`src/rtl/addsub_arbiter.sv`:
```
// Three-requester arbiter that shares one 34-bit add/sub datapath, one operation in flight.
// Define ADDSUB_ARB_FIXED_PRIO_EN for fixed priority 2 > 1 > 0; the default is round-robin.
module addsub_arbiter (
  input  logic        clk,
  input  logic        rst,
  input  logic [2:0]  req_valid,
  output logic [2:0]  req_ready,
  input  logic [2:0]  req_sub,
  input  logic [31:0] x0,
  input  logic [31:0] y0,
  input  logic [32:0] x1,
  input  logic [32:0] y1,
  input  logic [33:0] x2,
  input  logic [33:0] y2,
  output logic [2:0]  resp_valid,
  input  logic [2:0]  resp_ready,
  output logic [33:0] result,
  output logic        cout,
  output logic        busy
);

  typedef enum logic [1:0] {
    IDLE = 2'd0,
    EXEC = 2'd1,
    RESP = 2'd2
  } state_t;

  state_t      state_q, state_d;
  logic [1:0]  own_q, own_d;
  logic        sub_q, sub_d;
  logic [33:0] x_q, x_d;
  logic [33:0] y_q, y_d;
  logic [33:0] result_q, result_d;
  logic        cout_q, cout_d;
  logic [34:0] sum;
  logic        gnt_vld;
  logic [1:0]  gnt_idx;

  function automatic logic sel3(input logic [2:0] v, input logic [1:0] i);
    case (i)
      2'd0:    sel3 = v[0];
      2'd1:    sel3 = v[1];
      2'd2:    sel3 = v[2];
      default: sel3 = 1'b0;
    endcase
  endfunction

  // Sum is formed on w+1 bits at the owner's width w; returns {carry, zero-extended result}.
  function automatic logic [34:0] addsub_f(input logic [33:0] x, input logic [33:0] y,
                                           input logic sub, input logic [1:0] idx);
    logic [32:0] s0;
    logic [33:0] s1;
    logic [34:0] s2;
    s0 = {1'b0, x[31:0]} + {1'b0, y[31:0] ^ {32{sub}}} + {32'd0, sub};
    s1 = {1'b0, x[32:0]} + {1'b0, y[32:0] ^ {33{sub}}} + {33'd0, sub};
    s2 = {1'b0, x} + {1'b0, y ^ {34{sub}}} + {34'd0, sub};
    case (idx)
      2'd0:    addsub_f = {s0[32], 2'b00, s0[31:0]};
      2'd1:    addsub_f = {s1[33], 1'b0, s1[32:0]};
      default: addsub_f = s2;
    endcase
  endfunction

`ifdef ADDSUB_ARB_FIXED_PRIO_EN
  always_comb begin
    gnt_vld = |req_valid;
    gnt_idx = 2'd0;
    if (req_valid[2])      gnt_idx = 2'd2;
    else if (req_valid[1]) gnt_idx = 2'd1;
  end
`else
  logic [1:0] ptr_q, ptr_d;
  logic [1:0] cand;

  function automatic logic [1:0] inc3(input logic [1:0] i);
    case (i)
      2'd0:    inc3 = 2'd1;
      2'd1:    inc3 = 2'd2;
      default: inc3 = 2'd0;
    endcase
  endfunction

  // Search starts at the pointer and wraps modulo 3.
  always_comb begin
    gnt_vld = 1'b0;
    gnt_idx = 2'd0;
    cand    = ptr_q;
    for (int k = 0; k < 3; k++) begin
      if (!gnt_vld && sel3(req_valid, cand)) begin
        gnt_vld = 1'b1;
        gnt_idx = cand;
      end
      cand = inc3(cand);
    end
  end

  always_comb begin
    ptr_d = ptr_q;
    if (state_q == IDLE && gnt_vld) ptr_d = inc3(gnt_idx);
  end

  always_ff @(posedge clk) begin
    if (rst) ptr_q <= 2'd0;
    else     ptr_q <= ptr_d;
  end
`endif

  always_comb begin
    state_d   = state_q;
    own_d     = own_q;
    sub_d     = sub_q;
    x_d       = x_q;
    y_d       = y_q;
    result_d  = result_q;
    cout_d    = cout_q;
    req_ready = 3'b000;
    sum       = '0;
    case (state_q)
      IDLE: begin
        if (gnt_vld) begin
          req_ready = 3'b001 << gnt_idx;
          own_d     = gnt_idx;
          sub_d     = sel3(req_sub, gnt_idx);
          state_d   = EXEC;
          case (gnt_idx)
            2'd0: begin
              x_d = {2'b00, x0};
              y_d = {2'b00, y0};
            end
            2'd1: begin
              x_d = {1'b0, x1};
              y_d = {1'b0, y1};
            end
            default: begin
              x_d = x2;
              y_d = y2;
            end
          endcase
        end
      end
      EXEC: begin
        sum      = addsub_f(x_q, y_q, sub_q, own_q);
        result_d = sum[33:0];
        cout_d   = sum[34];
        state_d  = RESP;
      end
      RESP: begin
        if (sel3(resp_ready, own_q)) state_d = IDLE;
      end
      default: state_d = IDLE;
    endcase
    // Reset wins over a grant that would otherwise be signalled this cycle.
    if (rst) req_ready = 3'b000;
  end

  always_ff @(posedge clk) begin
    if (rst) begin
      state_q  <= IDLE;
      own_q    <= 2'd0;
      result_q <= '0;
      cout_q   <= 1'b0;
    end else begin
      state_q  <= state_d;
      own_q    <= own_d;
      result_q <= result_d;
      cout_q   <= cout_d;
    end
  end

  // Operand capture holds only data and needs no reset.
  always_ff @(posedge clk) begin
    x_q   <= x_d;
    y_q   <= y_d;
    sub_q <= sub_d;
  end

  assign resp_valid = (state_q == RESP) ? (3'b001 << own_q) : 3'b000;
  assign busy       = (state_q != IDLE);
  assign result     = result_q;
  assign cout       = cout_q;

endmodule

```
`config.mk`:
```
export PLATFORM = sky130hd
export DESIGN_NAME = addsub_arbiter
export DESIGN_NICKNAME = d
export VERILOG_FILES = /design/src/rtl/addsub_arbiter.sv
export SDC_FILE = /design/constraint.sdc
export NUM_CORES = 1
export LEC_CHECK = 0
export CORE_MARGIN = 8
export CORE_UTILIZATION = 42
export CTS_CLUSTER_SIZE = 28
export DETAILED_ROUTE_END_ITERATION = 10
export PLACE_DENSITY_LB_ADDON = 0.25
export SETUP_SLACK_MARGIN = 0.15
export SYNTH_ARGS = -nofsm -noshare
export SYNTH_HDL_FRONTEND = slang
export SYNTH_SLANG_ARGS = --single-unit
```
`constraint.sdc`:
```
create_clock -name clk -period 4 [get_ports clk]
set_input_delay 0.8 -clock clk [delete_from_list [all_inputs] [get_ports clk]]
set_output_delay 0.8 -clock clk [all_outputs]
set_load 0.01 [all_outputs]
```
==> summary.md <==
| Metric | Value |
|---|---|
| Hold slack final | 0.450 ns |
| Met3 GRT Util | 5.75% |
| Wire length of the first global-routing pass | 34600 µm |
| Fraction of power consumed by sequential logic | 31.4% |
| Headroom to the max-slew limit | 33.2% |
| Avg Inst Size Synth | 8.90 µm² |
| Floorplan Core Area | 16500 µm² |
| Skew-Pair Late Insertion Delay | 0.35 ns |
| Number of design-rule violations left by the first detailed-router iteration | 476 |
| Number of top-level pins | 251 |
| Effective utilization at floorplan | 42.7% |
| Met1 Usage GRT | 27.6% |
| Result of the run | finished, final reports clean |
| Power density over the cells | 501 nW/µm² |
| Crit Path Max Fanout | 5 |
| Residual antenna-violating net count after detailed routing | 0 |
| Last weighted congestion value of the routability-driven placer | 0.864 |
| Port Buffer Count | 250 |
| Maximum Capacitance Violations | 0 |
| Post-detailed-route wirelength per cell | 17.4 µm |
| Hold/Removal Path Class | register to register |
| RSZ-0062 raised after global routing | no |
| CTS H-tree lvls | 3 |
| Most frequent cells in the layout | sky130_fd_sc_hd__clkdlybuf4s50_1 (250), sky130_fd_sc_hd__nand2_1 (190), sky130_fd_sc_hd__edfxtp_1 (69) |
| Overall track demand over capacity in global routing | 20.1% |
| Final max-slew violation count | 0 |
| Global-route track usage on met2 | 29.5% |
| Vias in the first global route | 6450 |
| Area share of xor/xnor cells in the synthesized design | 6.70% |
| Most utilized layer in the global route result | met2 |
| Crit share post-route | 91.6% |
| Combinational group share of total power | 51.0% |
| Yosys warning count | 0 |
| Tmin final | 3.67 ns |
| Post-Synthesis Cells | 793 |
| Endpoint kind of the worst setup timing path | primary output |
| Final Hold Vio Count | 0 |
| Post-layout nets | 1257 |
| Highest attainable clock frequency | 273 MHz |
| Post-Route Setup TNS | 0 ns |
| Post-synthesis net count | 1036 |
| CP Class | primary input to primary output |
| CP arrival | 2.87 ns |
| LEAKAGE | 3.95 nW |
| Main combinational cell family by area after synthesis | compound AO/OA/AOI/OAI gates |
| Post-synthesis to final-layout area growth | 42.3% |
| Required time reported for the critical path endpoint | 3.20 ns |
| Post-DR vias/cell | 5.34 |
| Post-CTS setup-driven buffer insertion count | 0 |
| Overall via count from detail_route | 6623 |
| Portion of netlist area occupied by mux cells | 0.763% |
| Worst clock skew on the final layout | 0.00901 ns |
| Kind of launch point of the worst setup path | primary input |
| Count of clock tree sinks | 110 |
| Max clock buf depth | 2 |
| Internal reg-to-reg setup slack | 0.60 ns |
| Share of power burned in the clock network | 17.6% |
| Number of iterations in the first detailed-routing pass | 5 |
| Vertical die dimension | 146 µm |
| Num CTS Buffers | 9 |
| Path depth of the worst reg2reg path | 11 |
| Final setup fails | 0 |
| Cell depth of the worst min-delay path | 2 |
| Post-synthesis cell area | 7050 µm² |
| Detailed-placement wirelength estimate | 17200 µm |
| Slew at the pin closest to its max-slew limit | 1.00 ns |
| Drt drc | 0 |
| Count of flip-flops with a built-in enable after synthesis | 69 |
| Proportion of synthesized chip area in sequential cells | 41.0% |
| Largest net degree at the start of global routing | 73 |
| Number of unique standard cell types used by synthesis | 70 |
| Clock tree from TritonCTS | yes |
| Most frequent standard cell in the layout excluding fill and tap cells | sky130_fd_sc_hd__clkdlybuf4s50_1 |
| Top flip-flop cell by instance count after synthesis | sky130_fd_sc_hd__edfxtp_1 |
| Basic-gate share of the synthesized area counting and, or, nand and nor cells | 18.8% |
| Antenna violations before repair | 2 |
| Wire length after detailed routing | 21600 µm |
| CTS clock-pin slew for the worst setup and hold paths | 0.07 ns |
| CTS Hold Buffers Added | 0 |
| Fraction of registers with async set/reset | 0% |
| Number of gates resized after cts | 0 |
| Switching power as a share of total power | 39.2% |
| Switching Power | 1.97 mW |
| Flops & latches, synth | 110 |
| Die X | 146 µm |
| Buffer type at the clock tree root | sky130_fd_sc_hd__clkbuf_16 |
| IR drop worst, VDD | 284 µV |
| Post-synthesis compound-gate area fraction | 23.1% |
| Fraction of final layout cells with drive strength greater than 1 | 5.30% |
| Core Rows | 47 |
| Area enclosed by the die boundary | 21200 µm² |
| Post-Synth Adder-Cell Area | 6.14% |
| Global route total overflow | 0 |
| Total power | 5.03 mW |
| Internal power contribution | 3.06 mW |
==> state kept, by name (all words and copies together), names as in the netlist <==
| signal | count |
|---|---|
| cout | 1 |
| own_q | 2 |
| ptr_q | 2 |
| result | 34 |
| state_q | 2 |
| sub_q | 1 |
| x_q | 34 |
| y_q | 34 |
==> power groups by stage <==
stage          Combinational [mW]  Sequential [mW]  Clock, mW
6_report                     2.56             1.58      0.885
5_1_grt                      2.82             1.60      0.948
4_1_cts                      2.54             1.58      0.898
3_5_place_dp                 2.53             1.61          0
3_3_place_gp                 2.50             1.61          0
2_1_floorplan                1.68             1.61          0
==> stage by stage <==
step	util, %	setup WS (ns)	area, µm²	instances
final	60.8	0.334	10000	1240
after global routing	60.8	0.172	10000	1240
after CTS	60.7	0.323	10000	1239
after detailed placement	59.0	0.354	9740	1223
after global placement	59.0	0.371	9740	1223
after floorplan	-	0.575	7060	793
==> cell usage after synthesis (all sizes together) (2+ instances only) <==
| cell type | n | area (µm²) |
|---|---|---|
| a21boi | 3 | 22.5 |
| o21a | 7 | 52.6 |
| nor3 | 13 | 65.1 |
| a2111oi | 4 | 35.0 |
| mux2i | 5 | 53.8 |
| nor2 | 23 | 86.3 |
| a22o | 2 | 17.5 |
| xor2 | 38 | 333 |
| inv | 13 | 48.8 |
| clkbuf | 41 | 154 |
| and2 | 6 | 37.5 |
| nand4 | 5 | 31.3 |
| nor4b | 3 | 26.3 |
| nand2 | 191 | 719 |
| a21o | 19 | 143 |
| xnor2 | 16 | 140 |
| nand3b | 2 | 15.0 |
| edfxtp | 69 | 2070 |
| o311ai | 3 | 43.8 |
| or3 | 3 | 18.8 |
| buf | 9 | 43.8 |
| a211oi | 9 | 72.6 |
| o21bai | 2 | 18.8 |
| nor4 | 4 | 46.3 |
| a41oi | 2 | 25.0 |
| o221ai | 2 | 17.5 |
| nor2b | 5 | 31.3 |
| a22oi | 65 | 488 |
| a21oi | 53 | 280 |
| o21ai | 37 | 196 |
| a211o | 5 | 43.8 |
| ha | 33 | 413 |
| nand3 | 20 | 105 |
| nor3b | 3 | 22.5 |
| a31oi | 7 | 43.8 |
| nand2b | 5 | 31.3 |
| and4 | 2 | 20.0 |
| a31o | 2 | 17.5 |
| or2 | 4 | 25.0 |
| dfxtp | 41 | 821 |
| and3 | 6 | 37.5 |
==> critical path: stages <==
cell and delay, ns:
sky130_fd_sc_hd__clkdlybuf4s50_1 0.47, sky130_fd_sc_hd__a21boi_0 0.23, sky130_fd_sc_hd__nor3_1 0.07, sky130_fd_sc_hd__or2_2 0.35, sky130_fd_sc_hd__clkinvlp_4 0.13, sky130_fd_sc_hd__nand2_1 0.08, sky130_fd_sc_hd__nor3_1 0.16, sky130_fd_sc_hd__clkdlybuf4s50_1 0.57
==> kinds of logic (layout without fill, tap and decap cells) <==
kind of cell	count (synthesis)	in the layout
XOR/XNOR	54	54
AO/OA/AOI/OAI	231	231
other	0	1
flip-flops	110	110
multiplexers	5	5
AND/OR/NAND/NOR	296	296
buffers and inverters	63	289
adder cells (fa/ha/maj)	34	34
==> final timing paths <==
path	to	start
max	req_ready[0]	req_valid[2]
min	result[16]$_SDFFE_PP0N_	result[16]$_SDFFE_PP0N_
max reg2reg	result[24]$_SDFFE_PP0N_	sub_q$_DFFE_PP_
min reg2reg	result[16]$_SDFFE_PP0N_	result[16]$_SDFFE_PP0N_
==> final cells by class <==
class	count	area, µm²
multi-input combinational	620	3930
fill	1459	6480
clock inverter	5	41.3
timing repair buffer	260	2590
sequential	110	2890
clock buffer	11	253
antenna	1	2.50
tap	220	275
inverter	13	52.6
==> layer usage <==
layer  share of wire [%]  up-vias
met1                  46     3032
met5               0.046        -
li1                    -     3319
met3                 7.6       26
met2                  44      244
met4                 1.9        2
Note: power is estimated with default switching activity, not from simulation.
